--- config.mk ---
export PLATFORM = sky130hd
export DESIGN_NAME = ov7670_sccb_arbiter_flat
export DESIGN_NICKNAME = d
export VERILOG_FILES = /design/src/rtl/ov7670_sccb_arbiter_if.sv /design/src/rtl/ov7670_sccb_arbiter.sv /design/src/flat_wrapper.sv
export SDC_FILE = /design/constraint.sdc
export NUM_CORES = 1
export LEC_CHECK = 0
export ABC_AREA = 1
export CELL_PAD_IN_SITES_DETAIL_PLACEMENT = 1
export CELL_PAD_IN_SITES_GLOBAL_PLACEMENT = 1
export CORE_AREA = 4 4 79 81
export CTS_CLUSTER_SIZE = 24
export DETAILED_ROUTE_END_ITERATION = 12
export DIE_AREA = 0 0 83 85
export GPL_TIMING_DRIVEN = 0
export PLACE_DENSITY_LB_ADDON = 0.25
export SLEW_MARGIN = 40
export SYNTH_ARGS = -nofsm -noshare
export SYNTH_HDL_FRONTEND = slang
export SYNTH_SLANG_ARGS = --single-unit
--- constraint.sdc ---
create_clock -name clk_800KHz -period 3.39 [get_ports clk_800KHz]
set_input_delay 0.339 -clock clk_800KHz [delete_from_list [all_inputs] [get_ports clk_800KHz]]
set_output_delay 0.339 -clock clk_800KHz [all_outputs]
set_load 0.005 [all_outputs]
--- src/rtl/ov7670_sccb_arbiter_if.sv ---
// ----------------------------------------------------------------------------
// ov7670_sccb_arbiter_if
//   Bundles the requester-side and SCCB-master-side signals of the OV7670
//   SCCB write arbiter.
//
//   Modports
//     slave  : the arbiter itself. It takes requests and master status, and
//              drives grants, completions and the master command.
//     master : the environment around the arbiter, that is the requesters and
//              the SCCB write master.
//
//   Signals
//     req_valid   [NUM_REQ]    level per requester, held until its req_done
//     req_addr    [8*NUM_REQ]  register address, requester i at [8i+7:8i]
//     req_data    [8*NUM_REQ]  register data, same packing
//     req_grant   [NUM_REQ]    one-hot, high while requester owns the master
//     req_done    [NUM_REQ]    1-cycle pulse at end of a requester transaction
//     req_nack                 qualifies req_done: final attempt failed
//     sccb_addr/sccb_data [8]  command to the SCCB master
//     sccb_en                  start request to the SCCB master
//     sccb_ready               master idle
//     sccb_busy                master transaction in progress
//     sccb_ack                 slave ack result, valid when busy falls
//     err_timeout              sticky timeout flag
// ----------------------------------------------------------------------------
interface ov7670_sccb_arbiter_if #(
    parameter int NUM_REQ = 2
);
    logic [NUM_REQ-1:0]   req_valid;
    logic [8*NUM_REQ-1:0] req_addr;
    logic [8*NUM_REQ-1:0] req_data;
    logic [NUM_REQ-1:0]   req_grant;
    logic [NUM_REQ-1:0]   req_done;
    logic                 req_nack;
    logic [7:0]           sccb_addr;
    logic [7:0]           sccb_data;
    logic                 sccb_en;
    logic                 sccb_ready;
    logic                 sccb_busy;
    logic                 sccb_ack;
    logic                 err_timeout;

    modport slave (
        input  req_valid, req_addr, req_data, sccb_ready, sccb_busy, sccb_ack,
        output req_grant, req_done, req_nack, sccb_addr, sccb_data, sccb_en,
               err_timeout
    );

    modport master (
        output req_valid, req_addr, req_data, sccb_ready, sccb_busy, sccb_ack,
        input  req_grant, req_done, req_nack, sccb_addr, sccb_data, sccb_en,
               err_timeout
    );
endinterface

--- src/rtl/ov7670_sccb_arbiter.sv ---
// ----------------------------------------------------------------------------
// ov7670_sccb_arbiter
//   Shares one OV7670 SCCB write master between NUM_REQ register-write
//   requesters. The arbiter grants round-robin and runs one 3-phase write per
//   grant. It returns a done pulse per requester, plus a shared nack flag.
//   Everything runs on the SCCB state clock.
//
//   Ports
//     clk_800KHz  SCCB state clock
//     rst         asynchronous, active-high reset (aborts any transaction)
//     bus         ov7670_sccb_arbiter_if.slave (requesters + SCCB master)
//
//   Parameters
//     NUM_REQ      number of requesters (1..8)
//     TIMEOUT_CYC  cycle limit for busy to rise after sccb_en, or to fall
//     GAP_CYC      idle cycles forced after every attempt (>= 1)
//     MAX_RETRY    re-issues after a NACK (SCCB_RETRY_EN builds only)
//
//   Build option
//     SCCB_RETRY_EN  when defined, a NACKed write is re-issued up to
//                    MAX_RETRY times before it is reported. Timeouts are
//                    never retried.
// ----------------------------------------------------------------------------
module ov7670_sccb_arbiter #(
    parameter int NUM_REQ     = 2,
    parameter int TIMEOUT_CYC = 64,
    parameter int GAP_CYC     = 4,
    parameter int MAX_RETRY   = 2
) (
    input  logic                  clk_800KHz,
    input  logic                  rst,
    ov7670_sccb_arbiter_if.slave  bus
);

    localparam int IDX_W = (NUM_REQ > 1) ? $clog2(NUM_REQ) : 1;
    localparam int TMR_W = $clog2(TIMEOUT_CYC + 1);
    localparam int GAP_W = (GAP_CYC > 1) ? $clog2(GAP_CYC) : 1;

    localparam logic [TMR_W-1:0] TMR_LAST = TMR_W'(TIMEOUT_CYC - 1);
    localparam logic [GAP_W-1:0] GAP_LAST = GAP_W'(GAP_CYC - 1);
    localparam logic [IDX_W-1:0] IDX_LAST = IDX_W'(NUM_REQ - 1);
    localparam logic [IDX_W:0]   NREQ_V   = (IDX_W + 1)'(NUM_REQ);

`ifdef SCCB_RETRY_EN
    localparam int RTY_W = (MAX_RETRY > 0) ? $clog2(MAX_RETRY + 1) : 1;
    localparam logic [RTY_W-1:0] RTY_MAX = RTY_W'(MAX_RETRY);
`endif

    typedef enum logic [2:0] {
        IDLE,
        ISSUE,
        WAIT_BUSY,
        WAIT_DONE,
        RESP,
        GAP
    } state_t;

    state_t           state;
    logic [IDX_W-1:0] rr_ptr;
    logic [IDX_W-1:0] gnt_idx;
    logic [IDX_W-1:0] pick_idx;
    logic [TMR_W-1:0] timer;
    logic [GAP_W-1:0] gap_cnt;
    logic             nack_r;

`ifdef SCCB_RETRY_EN
    logic [RTY_W-1:0] retry_cnt;
    logic             retry_pend;
`endif

    // First valid requester at or after start, wrapping at NUM_REQ-1.
    function automatic logic [IDX_W-1:0] rr_pick(
        input logic [NUM_REQ-1:0] valid,
        input logic [IDX_W-1:0]   start
    );
        logic [IDX_W:0]   sum;
        logic [IDX_W-1:0] sel;
        logic             found;
        sel   = start;
        found = 1'b0;
        for (int i = 0; i < NUM_REQ; i++) begin
            sum = {1'b0, start} + (IDX_W + 1)'(i);
            if (sum >= NREQ_V) begin
                sum = sum - NREQ_V;
            end
            if (!found && valid[sum[IDX_W-1:0]]) begin
                sel   = sum[IDX_W-1:0];
                found = 1'b1;
            end
        end
        return sel;
    endfunction

    assign pick_idx = rr_pick(bus.req_valid, rr_ptr);

    always_ff @(posedge clk_800KHz or posedge rst) begin
        if (rst) begin
            state           <= IDLE;
            rr_ptr          <= '0;
            gnt_idx         <= '0;
            timer           <= '0;
            gap_cnt         <= '0;
            nack_r          <= 1'b0;
            bus.req_grant   <= '0;
            bus.req_done    <= '0;
            bus.req_nack    <= 1'b0;
            bus.sccb_addr   <= '0;
            bus.sccb_data   <= '0;
            bus.sccb_en     <= 1'b0;
            bus.err_timeout <= 1'b0;
`ifdef SCCB_RETRY_EN
            retry_cnt       <= '0;
            retry_pend      <= 1'b0;
`endif
        end else begin
            // Completion outputs are single-cycle pulses.
            bus.req_done <= '0;
            bus.req_nack <= 1'b0;

            case (state)
                IDLE: begin
                    if ((|bus.req_valid) && bus.sccb_ready) begin
                        gnt_idx       <= pick_idx;
                        bus.req_grant <= NUM_REQ'(1) << pick_idx;
                        bus.sccb_addr <= bus.req_addr[{pick_idx, 3'b000} +: 8];
                        bus.sccb_data <= bus.req_data[{pick_idx, 3'b000} +: 8];
                        state         <= ISSUE;
                    end
                end

                ISSUE: begin
                    bus.sccb_en <= 1'b1;
                    timer       <= '0;
                    state       <= WAIT_BUSY;
                end

                WAIT_BUSY: begin
                    if (bus.sccb_busy) begin
                        bus.sccb_en <= 1'b0;
                        timer       <= '0;
                        state       <= WAIT_DONE;
                    end else if (timer == TMR_LAST) begin
                        bus.sccb_en     <= 1'b0;
                        bus.err_timeout <= 1'b1;
                        nack_r          <= 1'b1;
                        state           <= RESP;
                    end else begin
                        timer <= timer + 1'b1;
                    end
                end

                WAIT_DONE: begin
                    if (!bus.sccb_busy && bus.sccb_ready) begin
`ifdef SCCB_RETRY_EN
                        // A NACK with retries left goes back round through
                        // GAP, keeping the grant and the latched command.
                        if (!bus.sccb_ack && (retry_cnt < RTY_MAX)) begin
                            retry_cnt  <= retry_cnt + 1'b1;
                            retry_pend <= 1'b1;
                            gap_cnt    <= '0;
                            state      <= GAP;
                        end else begin
                            nack_r <= ~bus.sccb_ack;
                            state  <= RESP;
                        end
`else
                        nack_r <= ~bus.sccb_ack;
                        state  <= RESP;
`endif
                    end else if (timer == TMR_LAST) begin
                        bus.err_timeout <= 1'b1;
                        nack_r          <= 1'b1;
                        state           <= RESP;
                    end else begin
                        timer <= timer + 1'b1;
                    end
                end

                RESP: begin
                    bus.req_done  <= bus.req_grant;
                    bus.req_nack  <= nack_r;
                    bus.req_grant <= '0;
                    nack_r        <= 1'b0;
                    // The requester just served drops to lowest priority.
                    rr_ptr        <= (gnt_idx == IDX_LAST) ? '0 : gnt_idx + 1'b1;
                    gap_cnt       <= '0;
`ifdef SCCB_RETRY_EN
                    retry_cnt     <= '0;
`endif
                    state         <= GAP;
                end

                GAP: begin
                    if (gap_cnt == GAP_LAST) begin
`ifdef SCCB_RETRY_EN
                        retry_pend <= 1'b0;
                        state      <= retry_pend ? ISSUE : IDLE;
`else
                        state      <= IDLE;
`endif
                    end else begin
                        gap_cnt <= gap_cnt + 1'b1;
                    end
                end

                default: begin
                    state <= IDLE;
                end
            endcase
        end
    end

endmodule

--- src/flat_wrapper.sv ---
// flat-port wrapper written by rule: the top's interface ports become plain ports
module ov7670_sccb_arbiter_flat 
#(
    parameter int NUM_REQ     = 2,
    parameter int TIMEOUT_CYC = 64,
    parameter int GAP_CYC     = 4,
    parameter int MAX_RETRY   = 2
)
  (clk_800KHz, rst, bus_req_valid, bus_req_addr, bus_req_data, bus_sccb_ready, bus_sccb_busy, bus_sccb_ack, bus_req_grant, bus_req_done, bus_req_nack, bus_sccb_addr, bus_sccb_data, bus_sccb_en, bus_err_timeout);
  ov7670_sccb_arbiter_if #(.NUM_REQ(NUM_REQ)) bus_i ();
  input  logic clk_800KHz;
  input  logic rst;
  input wire logic [$bits(bus_i.req_valid)-1:0] bus_req_valid;
  input wire logic [$bits(bus_i.req_addr)-1:0] bus_req_addr;
  input wire logic [$bits(bus_i.req_data)-1:0] bus_req_data;
  input wire logic [$bits(bus_i.sccb_ready)-1:0] bus_sccb_ready;
  input wire logic [$bits(bus_i.sccb_busy)-1:0] bus_sccb_busy;
  input wire logic [$bits(bus_i.sccb_ack)-1:0] bus_sccb_ack;
  output wire logic [$bits(bus_i.req_grant)-1:0] bus_req_grant;
  output wire logic [$bits(bus_i.req_done)-1:0] bus_req_done;
  output wire logic [$bits(bus_i.req_nack)-1:0] bus_req_nack;
  output wire logic [$bits(bus_i.sccb_addr)-1:0] bus_sccb_addr;
  output wire logic [$bits(bus_i.sccb_data)-1:0] bus_sccb_data;
  output wire logic [$bits(bus_i.sccb_en)-1:0] bus_sccb_en;
  output wire logic [$bits(bus_i.err_timeout)-1:0] bus_err_timeout;
  assign bus_i.req_valid = bus_req_valid;
  assign bus_i.req_addr = bus_req_addr;
  assign bus_i.req_data = bus_req_data;
  assign bus_i.sccb_ready = bus_sccb_ready;
  assign bus_i.sccb_busy = bus_sccb_busy;
  assign bus_i.sccb_ack = bus_sccb_ack;
  assign bus_req_grant = bus_i.req_grant;
  assign bus_req_done = bus_i.req_done;
  assign bus_req_nack = bus_i.req_nack;
  assign bus_sccb_addr = bus_i.sccb_addr;
  assign bus_sccb_data = bus_i.sccb_data;
  assign bus_sccb_en = bus_i.sccb_en;
  assign bus_err_timeout = bus_i.err_timeout;
  ov7670_sccb_arbiter #(.NUM_REQ(NUM_REQ), .TIMEOUT_CYC(TIMEOUT_CYC), .GAP_CYC(GAP_CYC), .MAX_RETRY(MAX_RETRY)) u_core (.clk_800KHz(clk_800KHz), .rst(rst), .bus(bus_i));
endmodule
==> Word-level counts from Yosys, hierarchy flattened <==
Index checks and enable logic that the tools add are counted.
{ "totals": {"reg_bits": 38, "inputBits": 39, "word_cells": 98} }
{ "op_classes": {"add_sub_neg": 6, "magnitude_cmp": 4, "eq_ne": 13, "shift": 3, "muxes": 37, "bitwise": 1, "n_reduce_logical": 21} }
{ "op_table": {"columns": ["cell", "count"], "rows": [
  ["$shiftx 16x5->8", 2],
  ["$mux 7", 3],
  ["$pmux 7 s3", 1],
  ["$mux 1", 19],
  ["$pmux 3 s6", 1],
  ["$mux 3", 5],
  ["$reduce_and 2->1", 7],
  ["$pmux 2 s2", 2],
  ["$reduce_bool 2->1", 4],
  ["$add 7x1->7 const B", 1],
  ["$eq 7x6->1 const B", 1],
  ["$eq 3x2->1 const B", 2],
  ["$eq 3x3->1 const B", 2],
  ["$mux 2", 3],
  ["$ne 2x2->1 const B", 3],
  ["$reduce_bool 3->1", 2],
  ["$lt 1x2->1 const B", 2],
  ["$ne 2x1->1 const B", 2],
  ["$pmux 1 s2", 2],
  ["$eq 3x1->1 const B", 1],
  ["$logic_and 1x1->1", 3],
  ["$logic_not 3->1", 1],
  ["$ne 3x2->1 const B", 1],
  ["$pmux 1 s3", 1],
  ["other kinds (12)", 14]
]} }

==> Depth between registers and ports, before layout <==
Gate-level depths: netlist (run 1).
{ "logic_depth": {"word_depth": 11, "mapped_depth": 10, "ltp_nobuf": 10} }

==> Least setup slack after synthesis (run 1) <==
Ideal clock, no wire load.
{ "synth_timing": {"path_kind": "register to register", "from": "register u_core.timer[0]", "to": "register u_core.timer[1]", "arrival_ps": 1253, "setup_slack_ps": 2019, "stages_incl_launch_ff": 10, "synth_period_minus_slack_ps": 1371, "cell_sequence": "dfrtp_1 > ha_1 > nand2_1 > nor2_1 > nand2_2 > inv_1 > nor2_4 > clkinv_2 > nor2_1 > nor2_1"} }
{ "synth_via": {"elab_chain_len": 4} }
{ "synth_rtl": {"columns": ["item", "line_no", "rtl"], "rows": [
  ["start: declaration", "ov7670_sccb_arbiter.sv:62", "logic [TMR_W-1:0] timer;"],
  ["start signal: assignment", "ov7670_sccb_arbiter.sv:148", "timer <= timer + 1'b1;"],
  ["start signal: assignment", "ov7670_sccb_arbiter.sv:175", "timer <= timer + 1'b1;"],
  ["$add 7x1->7 / $eq 7x6->1 (equally long branches)", null, null],
  ["$mux 7 *", "ov7670_sccb_arbiter.sv:142, ov7670_sccb_arbiter.sv:170", null],
  ["$mux 7, on equally long branches", "ov7670_sccb_arbiter.sv:153, ov7670_sccb_arbiter.sv:138", null],
  ["$pmux 7 s3 *", "ov7670_sccb_arbiter.sv:120", "case (state)"]
]} }
Mark *: on every way between the ends. The rest lies on a longest branch, timed or not. The select of a mux whose other input is x is not followed.
A chain may end at the register's enable or synchronous reset.

==> Worst setup path after layout (run 1) <==
{ "layout_timing": {"from": "input port bus_req_valid[0]", "to": "register u_core.bus.sccb_data[3]"} }
{ "layout_via": {"elab_chain_len": 7} }
{ "layout_rtl": {"columns": ["item", "line_no", "rtl"], "rows": [
  ["start: declaration", "flat_wrapper.sv:13", "input wire logic [$bits(bus_i.req_valid)-1:0] bus_req_valid;"],
  ["$mux 1 (implied by the code) (2 in a row)", "ov7670_sccb_arbiter.sv:86", "if (!found && valid[sum[IDX_W-1:0]]) begin"],
  ["$mux 1", "ov7670_sccb_arbiter.sv:86", null],
  ["$logic_not 1->1", "ov7670_sccb_arbiter.sv:86", null],
  ["$logic_and 1x1->1", "ov7670_sccb_arbiter.sv:86", null],
  ["$mux 1", "ov7670_sccb_arbiter.sv:86", null],
  ["$shiftx 16x5->8", "ov7670_sccb_arbiter.sv:126", "bus.sccb_data <= bus.req_data[{pick_idx, 3'b000} +: 8];"],
  ["end signal: assignment", "ov7670_sccb_arbiter.sv:126", null],
  ["end: declaration", "ov7670_sccb_arbiter_if.sv:45", "output req_grant, req_done, req_nack, sccb_addr, sccb_data, sccb_en,"]
]} }
Parallel ways exist; a longest one is shown, timed or not. The select of a mux whose other input is x is not followed.

==> results.py, run 1 <==
metrics = {
    "status": {
        "status": "complete, no violations",
    },
    "setup_path": {
        "cp_max_fo": 10,
        "slowest_stage": "clkdlybuf4s50_1",
        "path_class": "in -> reg",
        "startpoint_type": "primary input",
        "end_kind": "register",
        "critPathTopFamily": "buffers and inverters",
        "path_buf_inv": 3,
        "reg2reg_to": "u_core.timer[0]",
        "r2r_start": "u_core.timer[0]",
        "r2r_setup_slack_ns": 1.87,
        "reg2regPathDepth": 10,
        "worstPathRequired_ns": 3.56,
        "slowest_delay_ns": 0.49,
        "worst_ep_arrival_time_ns": 1.76,
        "cp_cell_sequence": "clkdlybuf4s50_1 > nor2_1 > o21ai_2 > inv_2 > buf_2 > nand2_1 > a31oi_1",
    },
    "sta": {
        "fin_setup_tns_ns": 0,
        "max_slew_margin": 0.6755,
        "setup_viol": 0,
        "rsz0062_at_grt": "false",
        "whs_ns": 0.4277,
        "skew_ns": 0.008563,
        "hold_viol_final": 0,
        "period_minus_slack_ns": 1.588,
        "slew_violations": 0,
        "tightestPinTransition_ns": 0.4868,
        "fin_crit_sh": 0.4684,
        "fmax_ghz": 0.6297,
    },
    "global_route": {
        "gr-total-overflow": 0,
        "grt_pass1_wl_mm": 8.942,
        "busiest_layer": "met2",
        "antenna_found_initial": 0,
        "first_global_vias": 1962,
        "grt_use_met2": 0.2733,
        "grt_max_degree": 39,
        "grt_usage": 0.1538,
        "grt_use_met1": 0.1687,
        "grt_util_met3": 0.06602,
    },
    "clocking": {
        "postCtsSetupBuffers": 0,
        "clk_pin_slew_ns": 0.08,
        "cts_inserted_buffers": 5,
        "clk_latency_ns": 0.29,
        "cts_buffer_depth": 2,
        "ctsHoldBuffers": 0,
        "cts_sinks": 38,
        "root_buffer": "clkbuf_8",
        "htree_levels": 2,
        "postCtsResizedCells": 0,
        "cts_tree": "built",
    },
    "pwr": {
        "p_leak_nw": 1.260,
        "power_w": 0.002038,
        "power.density_mw_per_mm2": 745.1,
        "peakVddDrop_uv": 252.7,
    },
    "route": {
        "drt_iter0_markers": 41,
        "drc": 0,
        "avgViaCountPerCell": 4.772,
        "detail_route.wirelength_mm": 5.095,
        "wire_per_inst_um": 13.48,
        "dr.pass1.iters": 4,
        "ant_nets": 0,
        "dr_total_vias": 1804,
    },
    "synth": {
        "ys_ff_latch": 38,
        "synth.distinct_cells": 28,
        "yosysTopAreaCellShare": 0.4900,
        "synth.avg_cell_area_um2": 8.188,
        "yosys.area.top_type": "dfrtp_1",
        "synth_area_leaders": "dfrtp_1 (49%), nand2_1 (13%), nor2_1 (7.0%)",
        "synth_fp_nets": 278,
        "yosysSeqAreaShare": 0.4900,
        "syn-cell-area_mm2": 0.001941,
        "yosys_warnings": 0,
        "syn-instance-count": 237,
    },
    "cells_and_area": {
        "area_growth_pct": 40.94,
        "fill_cells": 683,
        "antenna_cells": 0,
        "drive_gt1_frac": 0.1307,
        "finalInstanceArea_mm2": 0.002735,
        "nNetsFinal": 346,
    },
    "die": {
        "die_h_um": 85,
        "pin_count": 62,
        "dieWidth_um": 83,
        "core-area_mm2": 0.005473,
        "die-area_mm2": 0.007055,
        "start_util": 0.3546,
        "rows": 27,
    },
    "placement": {
        "dp.final_hpwl_mm": 4.009,
        "portBuffers": 61,
        "dpl_cell_area_mm2": 0.002644,
        "gp_congestion": 0.7373,
    },
    "hold_path": {
        "min_path_type": "in -> async",
    },
    "flow_run": {
        "cap_viol_max_count": 0,
    },
}
-- final cells by class --
type	count	area, um^2	area share
clock buffer	7	86.33	0.03156
multi-input combinational	171	857.1	0.3134
tap	72	90.09	0.03294
sequential	38	950.9	0.3477
buffer	6	48.80	0.01784
inverter	22	86.33	0.03156
clock inverter	1	5.005	0.001830
timing repair buffer	61	610.6	0.2232
-- state kept, by name, indices dropped and copies added, names as in the netlist --
name	count
u_core.bus.sccb_addr	8
u_core.bus.sccb_data	8
u_core.timer	7
u_core.state	3
u_core.bus.req_done	2
u_core.bus.req_grant	2
u_core.gap_cnt	2
u_core.bus.err_timeout	1
u_core.bus.req_nack	1
u_core.bus.sccb_en	1
u_core.gnt_idx	1
u_core.nack_r	1
u_core.rr_ptr	1
-- kinds of logic (layout without fill, tap and decap cells) --
kind of cell             count (synthesis)  after routing  synth area share
AND/OR/NAND/NOR                        132            132            0.3127
flip-flops                              38             38            0.4900
AO/OA/AOI/OAI                           36             36            0.1115
buffers and inverters                   28             97           0.06834
adder cells (fa/ha/maj)                  2              2           0.01289
XOR/XNOR                                 1              1          0.004514
-- layout by cell type, fill, tap and decap left out --
| master | netlist | routed |
|---|---|---|
| nor2_1 | 36 | 36 |
| nor2_4 | 4 | 4 |
| a21oi_2 | 1 | 1 |
| dfrtp_1 | 38 | 38 |
| nand2_2 | 4 | 4 |
| nand3_1 | 8 | 8 |
| inv_1 | 16 | 15 |
| a21oi_1 | 6 | 6 |
| o211ai_1 | 1 | 1 |
| xnor2_1 | 1 | 1 |
| inv_4 | 0 | 1 |
| nor3_1 | 2 | 2 |
| nor2_2 | 2 | 2 |
| o21ai_0 | 8 | 8 |
| a31oi_1 | 16 | 16 |
| o21bai_1 | 1 | 1 |
| clkbuf_1 | 0 | 1 |
| nand2_4 | 3 | 3 |
| ha_1 | 2 | 2 |
| nand4_1 | 1 | 1 |
| o21ai_2 | 1 | 1 |
| nor3b_1 | 1 | 1 |
| buf_6 | 3 | 3 |
| clkdlybuf4s50_1 | 0 | 61 |
| clkbuf_8 | 0 | 6 |
| nand2_1 | 67 | 67 |
| buf_2 | 3 | 3 |
| inv_2 | 5 | 5 |
| o21ai_1 | 1 | 1 |
| o21a_2 | 1 | 1 |
| nand3_2 | 4 | 4 |
| clkinv_2 | 1 | 2 |
-- worst max-delay path by stage --
stage | start | end | slack [ns] | cells past startpoint
finish | bus_req_valid[0] | u_core.bus.sccb_data[3] | 1.80 | 7
global route | bus_req_valid[0] | u_core.bus.sccb_addr[3] | 1.66 | 7
CTS | bus_req_valid[0] | u_core.bus.sccb_data[3] | 1.78 | 7
detailed placement | bus_req_valid[0] | u_core.bus.sccb_data[5] | 1.46 | 7
global placement | rst | u_core.bus.req_nack | 1.26 | 2
floorplan | u_core.timer[0] | u_core.timer[1] | 2.02 | 9
-- metrics by stage --
stage	std cells	util	setup slack [ns]
finish	378	0.4998	1.802
global route	378	0.4998	1.657
CTS	378	0.4998	1.775
detailed placement	370	0.4831	1.457
global placement	370	0.4826	1.265
floorplan	237	-	2.019
-- report_power, final --
group	leakage (nW)	internal [W]	switching, W	total (W)
Sequential	0.463	0.000623	0.000113	0.000736
Combinational	0.749	0.000477	0.000497	0.000974
Clock	0.0482	0.000164	0.000163	0.000328
-- layer usage --
layer	wire (um)	part of all wire
met5	0	0
met4	40	0.0079
met3	497	0.098
met2	2413	0.47
met1	2144	0.42
-- cells in the mapped netlist --
cell and instances:
a21oi_1 6, a21oi_2 1, a31oi_1 16, buf_2 3, buf_6 3, clkinv_2 1
dfrtp_1 38, ha_1 2, inv_1 16, inv_2 5, nand2_1 67, nand2_2 4
nand2_4 3, nand3_1 8, nand3_2 4, nand4_1 1, nor2_1 36, nor2_2 2
nor2_4 4, nor3_1 2, nor3b_1 1, o211ai_1 1, o21a_2 1, o21ai_0 8
o21ai_1 1, o21ai_2 1, o21bai_1 1, xnor2_1 1
(Power assumes the default switching activity.)
==> run 2, diff against run 1 <==
--- a/config.mk
+++ b/config.mk
@@ -8,10 +8,10 @@
 export ABC_AREA = 1
 export CELL_PAD_IN_SITES_DETAIL_PLACEMENT = 1
 export CELL_PAD_IN_SITES_GLOBAL_PLACEMENT = 1
-export CORE_AREA = 4 4 79 81
+export CORE_AREA = 4 4 82 84
 export CTS_CLUSTER_SIZE = 24
 export DETAILED_ROUTE_END_ITERATION = 12
-export DIE_AREA = 0 0 83 85
+export DIE_AREA = 0 0 86 88
 export GPL_TIMING_DRIVEN = 0
 export PLACE_DENSITY_LB_ADDON = 0.25
 export SLEW_MARGIN = 40
==> constraint.sdc (replaced) <==
create_clock -name clk_800KHz -period 1.5 [get_ports clk_800KHz]
set_input_delay 0.15 -clock clk_800KHz [delete_from_list [all_inputs] [get_ports clk_800KHz]]
set_output_delay 0.15 -clock clk_800KHz [all_outputs]
set_load 0.005 [all_outputs]
==> run 2 against run 1 <==
Effect of this change:
- non-clock buffer count increased by 5
- final area increased by 2.1%
- setup slack worse by 1.8 ns
- global-route usage about the same
- critical path type unchanged
==> results.py, run 2 (synthesis results as in run 1) <==
metrics = {
    "status": {
        "status": "complete, no violations",
    },
    "global_route": {
        "antenna_found_initial": 0,
        "grt_usage": 0.1536,
        "grt_util_met3": 0.05738,
        "grt_max_degree": 39,
        "first_global_vias": 1894,
        "gr-total-overflow": 0,
        "grt_use_met1": 0.1674,
        "grt_pass1_wl_mm": 8.976,
        "grt_use_met2": 0.2768,
        "busiest_layer": "met2",
    },
    "die": {
        "die_h_um": 88,
        "dieWidth_um": 86,
        "die-area_mm2": 0.007568,
        "start_util": 0.3278,
        "rows": 28,
        "pin_count": 62,
        "core-area_mm2": 0.005921,
    },
    "sta": {
        "rsz0062_at_grt": "true",
        "slew_violations": 0,
        "skew_ns": 0.005030,
        "fin_setup_tns_ns": 0,
        "setup_viol": 0,
        "hold_viol_final": 0,
        "whs_ns": 0.2449,
        "fmax_ghz": 0.6824,
        "max_slew_margin": 0.6758,
        "period_minus_slack_ns": 1.465,
        "tightestPinTransition_ns": 0.4863,
        "fin_crit_sh": 0.9769,
    },
    "route": {
        "drc": 0,
        "avgViaCountPerCell": 4.686,
        "dr_total_vias": 1804,
        "ant_nets": 0,
        "drt_iter0_markers": 26,
        "wire_per_inst_um": 14.08,
        "detail_route.wirelength_mm": 5.420,
        "dr.pass1.iters": 3,
    },
    "pwr": {
        "p_leak_nw": 1.274,
        "power.share.sequential": 0.362,
        "p_int_w": 0.002840,
        "p_sw_w": 0.001762,
        "switching_share": 0.3829,
        "power.density_mw_per_mm2": 1649,
        "clkPwrFrac": 0.146,
        "peakVddDrop_uv": 722.2,
        "combinationalPowerShare": 0.492,
    },
    "cells_and_area": {
        "finalInstanceArea_mm2": 0.002791,
        "final_cell_mix": "nand2_1 (65), clkdlybuf4s50_1 (61), dfrtp_1 (38)",
        "antenna_cells": 0,
        "multiInputGateArea_um2": 878.3,
        "area_growth_pct": 43.84,
        "final_common_cell": "nand2_1",
        "largest_registers": "u_core.bus.sccb_addr: 8 flops, u_core.bus.sccb_data: 8 flops, u_core.timer: 7 flops",
        "drive_gt1_frac": 0.1581,
        "fill_cells": 730,
        "nNetsFinal": 351,
        "final_cell_count_no_fill": 385,
        "ff_latch_area_um2": 950.9,
    },
    "setup_path": {
        "end_kind": "register",
        "startpoint_type": "primary input",
        "cp_max_fo": 10,
        "r2r_start": "u_core.timer[0]",
        "r2r_setup_slack_ns": 0.12,
        "reg2regPathDepth": 7,
        "worstPathRequired_ns": 1.69,
        "path_class": "in -> reg",
        "setup.worst_path.start": "bus_req_valid[1]",
        "worst_ep_arrival_time_ns": 1.66,
        "reg2reg_to": "u_core.timer[4]",
    },
    "placement": {
        "place_inst": 373,
        "dpl_cell_area_mm2": 0.002648,
        "gp_congestion": 0.7489,
        "dp.final_hpwl_mm": 4.028,
        "portBuffers": 61,
    },
    "clocking": {
        "clk_pin_slew_ns": 0.07,
        "ctsHoldBuffers": 0,
        "cts_buffer_depth": 2,
        "root_buffer": "clkbuf_8",
        "cts_inserted_buffers": 5,
        "cts_tree": "built",
        "cts_sinks": 38,
        "clk_latency_ns": 0.29,
        "htree_levels": 2,
    },
    "hold_path": {
        "min_path_type": "in -> async",
    },
    "flow_run": {
        "cap_viol_max_count": 0,
    },
}
[run 2: changes by cell type in the layout (fill, tap and decap cells not counted), sizes merged]
cell and change:
buf +4, clkbuf +1, clkinv -1
[run 2: critical path: stages]
cell and delay [ns]:
clkdlybuf4s50_1 0.49, inv_1 0.06, nor2_1 0.18, o21ai_4 0.13
inv_2 0.16, clkbuf_4 0.23, nand2_1 0.07, a31oi_1 0.18
[run 2: routing by layer]
metal | vias up | wire length [um]
met2 | 46 | 2664
met4 | 0 | 66
li1 | 904 | -
met1 | 846 | 2265
met3 | 8 | 423
met5 | - | 0
[run 2: power groups by stage]
stage / clock network [W] / registers [W] / logic [W]
after detailed placement: 0 / 0.00168 / 0.00225
after global placement: 0 / 0.00167 / 0.00221
final: 0.000673 / 0.00167 / 0.00226
after floorplan: 0 / 0.00167 / 0.00127
after global routing: 0.000742 / 0.00173 / 0.00256
after CTS: 0.000699 / 0.00167 / 0.00228
[run 2: how the worst max path moves through the flow]
| stage | to | slack [ns] | depth (start not counted) |
|---|---|---|---|
| 3_5_place_dp | u_core.bus.sccb_data[1] | -0.31 | 8 |
| 2_1_floorplan | u_core.timer[1] | 0.13 | 9 |
| 4_1_cts | u_core.bus.sccb_data[1] | 0.003 | 5 |
| 5_1_grt | u_core.bus.sccb_data[1] | -0.05 | 8 |
| 3_3_place_gp | u_core.state[2] | -0.43 | 2 |
| 6_report | u_core.bus.sccb_data[1] | 0.03 | 8 |
[run 2: stage by stage]
step,setup slack [ns],utilization,power [W]
finish,0.03460,0.4715,0.004603
global route,-0.05343,0.4715,0.005031
CTS,0.003303,0.4618,0.004640
detailed placement,-0.3127,0.4472,0.003934
global placement,-0.4303,0.4467,0.003872
floorplan,0.1293,-,0.002937
[run 2: timing repair]
| action | 4_1_cts | 5_1_grt |
|---|---|---|
| setup endpoints to repair | 4 | 23 |
| pin swaps | 1 | 3 |
| resized for setup | 1 | 9 |
| gates cloned | 0 | 0 |
| setup buffers | 1 | 4 |
[run 2: area by class of cell]
| cell class | count | share of cell area |
|---|---|---|
| multi-input combinational | 171 | 0.3147 |
| tap | 75 | 0.03362 |
| sequential | 38 | 0.3407 |
| inverter | 22 | 0.03093 |
| clock buffer | 7 | 0.02734 |
| buffer | 6 | 0.01927 |
| timing repair buffer | 66 | 0.2335 |
==> run 3, diff against run 2 <==
--- a/config.mk
+++ b/config.mk
@@ -8,10 +8,10 @@
 export ABC_AREA = 1
 export CELL_PAD_IN_SITES_DETAIL_PLACEMENT = 1
 export CELL_PAD_IN_SITES_GLOBAL_PLACEMENT = 1
-export CORE_AREA = 4 4 82 84
+export CORE_AREA = 4 4 79 81
 export CTS_CLUSTER_SIZE = 24
 export DETAILED_ROUTE_END_ITERATION = 12
-export DIE_AREA = 0 0 86 88
+export DIE_AREA = 0 0 83 85
 export GPL_TIMING_DRIVEN = 0
 export PLACE_DENSITY_LB_ADDON = 0.25
 export SLEW_MARGIN = 40
==> constraint.sdc (replaced) <==
create_clock -name clk_800KHz -period 1.84 [get_ports clk_800KHz]
set_input_delay 0.184 -clock clk_800KHz [delete_from_list [all_inputs] [get_ports clk_800KHz]]
set_output_delay 0.184 -clock clk_800KHz [all_outputs]
set_load 0.005 [all_outputs]
==> results of run 3 <==
Same layout as run 1 (identical final DEF). Status: complete, no violations.
Among the figures that moved: setup slack after placement 1.457 ns -> 0.06207 ns; setup slack after layout 1.802 ns -> 0.3200 ns; hold slack 0.4277 ns -> 0.2727 ns; start point of the critical path bus_req_valid[0] -> u_core.timer[0]; end point of the critical path u_core.bus.sccb_data[3] -> u_core.timer[0]; register-to-register setup slack 1.87 ns -> 0.32 ns; total power 0.002038 W -> 0.003755 W; worst IR drop on VDD 252.7 uV -> 465.6 uV
